$ cat src/rtl/uart_receive.sv
// rtl/uart_receive.sv - 8-bit UART receiver, 8N1 by default; define UART_RX_PARITY_EN for 8E1 with parity checking
module uart_receive #(
  parameter int CLKS_PER_BIT = 87
) (
  input  logic       Clk,
  input  logic       reset,
  input  logic       Serial,
  output logic [7:0] Data,
  output logic       Receive_Done,
  output logic       Frame_Err,
  output logic       Parity_Err
);

  localparam int CW = $clog2(CLKS_PER_BIT) + 1;
  localparam int HALF = CLKS_PER_BIT / 2;
  localparam logic [CW-1:0] HALF_M1 = CW'(HALF - 1);
  localparam logic [CW-1:0] BIT_M1  = CW'(CLKS_PER_BIT - 1);

`ifdef UART_RX_PARITY_EN
  typedef enum logic [2:0] {IDLE, START, DATA, PARITY, STOP, WAIT_IDLE} state_t;
`else
  typedef enum logic [2:0] {IDLE, START, DATA, STOP, WAIT_IDLE} state_t;
`endif

  state_t          state_q;
  logic            sync1_q, sync2_q;
  logic            rx;
  logic            rx_prev_q;
  logic [1:0]      settle_q;
  logic [CW-1:0]   cnt_q;
  logic [2:0]      bit_q;
  logic [7:0]      shift_q;
  logic [7:0]      shift_d;
  logic [7:0]      data_q;
  logic            done_q;
  logic            ferr_q;
  logic            fall;
  logic            bit_tick;
`ifdef UART_RX_PARITY_EN
  logic            par_bad_q;
  logic            perr_q;
`endif

  assign rx       = sync2_q;
  assign shift_d  = {rx, shift_q[7:1]};
  // Only a genuine high-to-low on Rx, seen after the synchronizer has settled, starts a frame
  assign fall     = rx_prev_q & ~rx;
  assign bit_tick = (cnt_q == BIT_M1);

  // Two-flop synchronizer; flops reset high so the line reads idle
  always_ff @(posedge Clk or posedge reset) begin
    if (reset) begin
      sync1_q <= 1'b1;
      sync2_q <= 1'b1;
    end else begin
      sync1_q <= Serial;
      sync2_q <= sync1_q;
    end
  end

  // Edge-detect history, held low until the synchronizer has flushed its reset value so a line low across reset cannot fake a fall
  always_ff @(posedge Clk or posedge reset) begin
    if (reset) begin
      settle_q  <= 2'd0;
      rx_prev_q <= 1'b0;
    end else begin
      if (settle_q != 2'd3) begin
        settle_q <= settle_q + 2'd1;
      end
      rx_prev_q <= (settle_q == 2'd3) ? rx : 1'b0;
    end
  end

  // Receive FSM with registered outputs; baud counter reloads to 0 at every sample point
  always_ff @(posedge Clk or posedge reset) begin
    if (reset) begin
      state_q   <= IDLE;
      cnt_q     <= '0;
      bit_q     <= 3'd0;
      shift_q   <= 8'h00;
      data_q    <= 8'h00;
      done_q    <= 1'b0;
      ferr_q    <= 1'b0;
`ifdef UART_RX_PARITY_EN
      par_bad_q <= 1'b0;
      perr_q    <= 1'b0;
`endif
    end else begin
      done_q <= 1'b0;
      case (state_q)
        IDLE: begin
          if (fall) begin
            state_q <= START;
            cnt_q   <= '0;
            bit_q   <= 3'd0;
          end
        end
        START: begin
          if (cnt_q == HALF_M1) begin
            cnt_q   <= '0;
            state_q <= rx ? IDLE : DATA;
          end else begin
            cnt_q <= cnt_q + CW'(1);
          end
        end
        DATA: begin
          if (bit_tick) begin
            cnt_q   <= '0;
            shift_q <= shift_d;
            if (bit_q == 3'd7) begin
`ifdef UART_RX_PARITY_EN
              state_q <= PARITY;
`else
              state_q <= STOP;
`endif
            end else begin
              bit_q <= bit_q + 3'd1;
            end
          end else begin
            cnt_q <= cnt_q + CW'(1);
          end
        end
`ifdef UART_RX_PARITY_EN
        PARITY: begin
          if (bit_tick) begin
            cnt_q     <= '0;
            par_bad_q <= ^{shift_q, rx};
            state_q   <= STOP;
          end else begin
            cnt_q <= cnt_q + CW'(1);
          end
        end
`endif
        STOP: begin
          if (bit_tick) begin
            cnt_q   <= '0;
            done_q  <= 1'b1;
            data_q  <= shift_q;
            ferr_q  <= ~rx;
`ifdef UART_RX_PARITY_EN
            perr_q  <= par_bad_q;
`endif
            state_q <= rx ? IDLE : WAIT_IDLE;
          end else begin
            cnt_q <= cnt_q + CW'(1);
          end
        end
        WAIT_IDLE: begin
          if (rx) begin
            state_q <= IDLE;
          end
        end
        default: state_q <= IDLE;
      endcase
    end
  end

  assign Data         = data_q;
  assign Receive_Done = done_q;
  assign Frame_Err    = ferr_q;
`ifdef UART_RX_PARITY_EN
  assign Parity_Err   = perr_q;
`else
  assign Parity_Err   = 1'b0;
`endif

endmodule

$ cat config.mk
export PLATFORM = sky130hd
export DESIGN_NAME = uart_receive
export DESIGN_NICKNAME = d
export VERILOG_FILES = /design/src/rtl/uart_receive.sv
export SDC_FILE = /design/constraint.sdc
export NUM_CORES = 1
export LEC_CHECK = 0
export CORE_MARGIN = 3
export CORE_UTILIZATION = 61
export DETAILED_ROUTE_END_ITERATION = 8
export PLACE_DENSITY = 0.92
export SLEW_MARGIN = 30
export SYNTH_ARGS = -nofsm -noshare
export SYNTH_HDL_FRONTEND = slang
export SYNTH_SLANG_ARGS = --single-unit
$ cat constraint.sdc
create_clock -name Clk -period 2.8 [get_ports Clk]
set_clock_uncertainty 0.15 [all_clocks]
set_input_delay 0.28 -clock Clk [delete_from_list [all_inputs] [get_ports Clk]]
set_output_delay 0.28 -clock Clk [all_outputs]
set_load 0.01 [all_outputs]
==> key figures <==
Logic synthesis
  – Biggest area contributors in the synthesized netlist: sky130_fd_sc_hd__dfrtp_1, sky130_fd_sc_hd__mux2_2, sky130_fd_sc_hd__mux2_4
  – Number of enable-type register cells in the synthesized netlist: 0
  – Library cells used by synthesis: 39
  – Yosys top cell area share: 49.9%
  – Async SR Flop Fraction: 100%
  – Average instance area after synthesis: 12.4 um2
  – Synthesized netlist cell count: 142
  – Part of the Yosys area used for sequential elements: 52.8%
  – Most instantiated library cell after synthesis: sky130_fd_sc_hd__dfrtp_1
  – Total standard cell area after synthesis: 0.00176 mm2
  – Biggest area consumer among synthesized cells: sky130_fd_sc_hd__dfrtp_1
  – Number of warnings printed during yosys synthesis: 0
  – Most used DFF post-synth: sky130_fd_sc_hd__dfrtp_1
  – Syn nets: 150
  – Synth Register Bits: 37
  – Most used standard cells in the synthesized netlist: sky130_fd_sc_hd__dfrtp_1, sky130_fd_sc_hd__nand2_1, sky130_fd_sc_hd__mux2_2

Run status
  – Status: finished clean

Timing
  – Minimum period implied by the final worst setup slack: 2.00 ns
  – Maximum clock frequency: 0.500 GHz
  – Aggregate negative setup slack: 0 ns
  – Number of max-slew violations in the final report: 0
  – RSZ-0062 raised after global routing: no
  – Post-route clock period utilization: 71.4%
  – Final Hold Viols: 0
  – Number of endpoints failing setup at the final stage: 0

Critical path
  – Element type at the critical path end: flip-flop
  – Worst setup path category: reg -> reg
  – Worst Reg2Reg Path Length in Cells: 5
  – Crit path capture: Data[5]
  – Reg-to-Reg Start: cnt_q[0]
  – CP startpoint: cnt_q[0]
  – Worst EP required: 2.88 ns
  – Arrival time reported for the critical path endpoint: 2.08 ns
  – Reg-to-reg setup timing slack: 0.80 ns
  – Critical-path maximum fanout: 12
  – Nature of the critical path startpoint: flip-flop
  – Destination of the worst register-to-register timing path: Data[5]

Route
  – Total wire length: 2.87 mm
  – DR iter-0 viols: 41
  – Detailed Routing Iterations Pass 1: 4
  – Post-DR vias/cell: 5.80
  – Number of nets still failing antenna checks after routing: 0
  – DRC violations left: 0
  – Vias: 1096
  – Wire length per cell: 15.2 um

Clock network
  – Number of gates resized after cts: 0
  – Hold-fix buffers, CTS: 0
  – CTS tree: done
  – Total number of H-tree levels: 2
  – TritonCTS Buffers: 5
  – Clock sink count: 37
  – Largest buffer count on any clock path: 2
  – Number of setup buffers added after CTS: 0
  – Clock root buffer: sky130_fd_sc_hd__clkbuf_4
  – Worst-skew pair later-pin latency: 0.34 ns
  – Register clock-pin slew on the reported worst setup and hold paths: 0.11 ns

Finish
  – Final Cell Area: 0.00194 mm2
  – Ant diodes: 0
  – Area Overhead vs Synth: 10.6%
  – Net count of the finished layout: 166
  – Fraction of final layout cells sized beyond drive strength 1: 23.9%

GRT
  – Maximum number of pins on one net before global-route repair: 38
  – Antenna violations before repair: 0
  – Global-route wire length before repair: 5.22 mm
  – Global route total overflow: 0
  – Vias in the first global route: 1144
  – Global-route usage over all layers: 20.0%

Floorplanning
  – Die Y-Extent: 59.7 um
  – Floorplan die width: 59.7 um
  – Row cnt: 18
  – Die ar.: 0.00356 mm2
  – Floorplan core area: 0.00261 mm2
  – Top Ports: 14
  – Initial core utilization: 67.2%

Placed design
  – Number of buffer cells added on primary ports: 12
  – DP HPWL: 2.14 mm
  – GP Congestion: 0.872
  – Placed standard-cell area: 0.00189 mm2

Flow run
  – Max-cap viol count: 0

Pwr
  – Pwr dens: 596 mW/mm2
  – Leakage: 0.901 nW
  – Peak VDD IR: 0.494 mV

Min path
  – Hold WC Path Type: in -> async
## state kept, by name, indices dropped and copies added, names as in the netlist, 2 cells and up
signal	flops
Data	8
cnt_q	8
shift_q	8
bit_q	3
state_q	3
settle_q	2
## layout by cell type, fill, tap and decap left out, drive strengths merged, types with 5 or more instances in the layout
cell type	synthesis	final
inv	6	6
ha	5	5
dfrtp	35	35
nand2	16	16
clkbuf	1	5
nor2	9	9
a21oi	5	5
mux2	17	17
o21ai	10	10
clkdlybuf4s50	0	12
## critical path, stage by stage (launching register included)
cell                      delay, ns
sky130_fd_sc_hd__dfrtp_1       0.43
sky130_fd_sc_hd__inv_1         0.11
sky130_fd_sc_hd__ha_1          0.17
sky130_fd_sc_hd__nor3b_4       0.36
sky130_fd_sc_hd__nand4_4       0.30
sky130_fd_sc_hd__mux2_4        0.38
## where the power goes
group	internal [mW]	total, mW	switching [mW]	leakage (nW)
sequential	0.573	0.637	0.0639	0.492
clock	0.0946	0.267	0.173	0.0310
combinational	0.0963	0.255	0.159	0.378
total	0.764	1.16	0.395	0.901
## cell type report
type | instances | area (um2)
inverters | 6 | 22.5
flip-flops and latches | 37 | 928
well taps | 30 | 37.5
fillers | 182 | 669
clock buffers | 5 | 37.5
multi-input cells | 95 | 772
repair buffers | 13 | 128
clock inverters | 3 | 17.5
## cells by family after synthesis
family / synth area share [%]
compound gates: 9.26
xor+xnor: 1.50
fa+ha+maj: 3.56
buf+inv: 3.20
flops: 52.8
mux: 13.9
other cells: 0.213
simple gates: 15.5
## through the flow
step                      power, mW  setup WS (ns)  hold slack, ns  utilization (%)  instances
final                          1.16          0.801           0.175             74.4        189
after global routing           1.23          0.606           0.182             74.4        189
after CTS                      1.17          0.795           0.178             74.4        189
after detailed placement      0.901          0.803           0.202             72.3        181
after global placement        0.878          0.900           0.198             72.3        181
after floorplan               0.850          0.969           0.134                -        142
## per-layer routing
layer	GRT usage (%)	part of all wire, %	vias up
met3	6.91	4.2	5
li1	-	-	530
met5	0	0	-
met2	33.6	51	24
met1	23.4	43	537
met4	7.91	1.6	0
## worst min-delay path by stage
stage,startpoint,end,cells after the start
5_1_grt,Serial,sync1_q,1
6_report,reset,state_q[2],3
2_1_floorplan,Serial,sync1_q,0
3_5_place_dp,sync1_q,rx,0
3_3_place_gp,sync1_q,rx,0
4_1_cts,reset,Data[4],3
No activity file was read; power rests on OpenSTA's default activity.
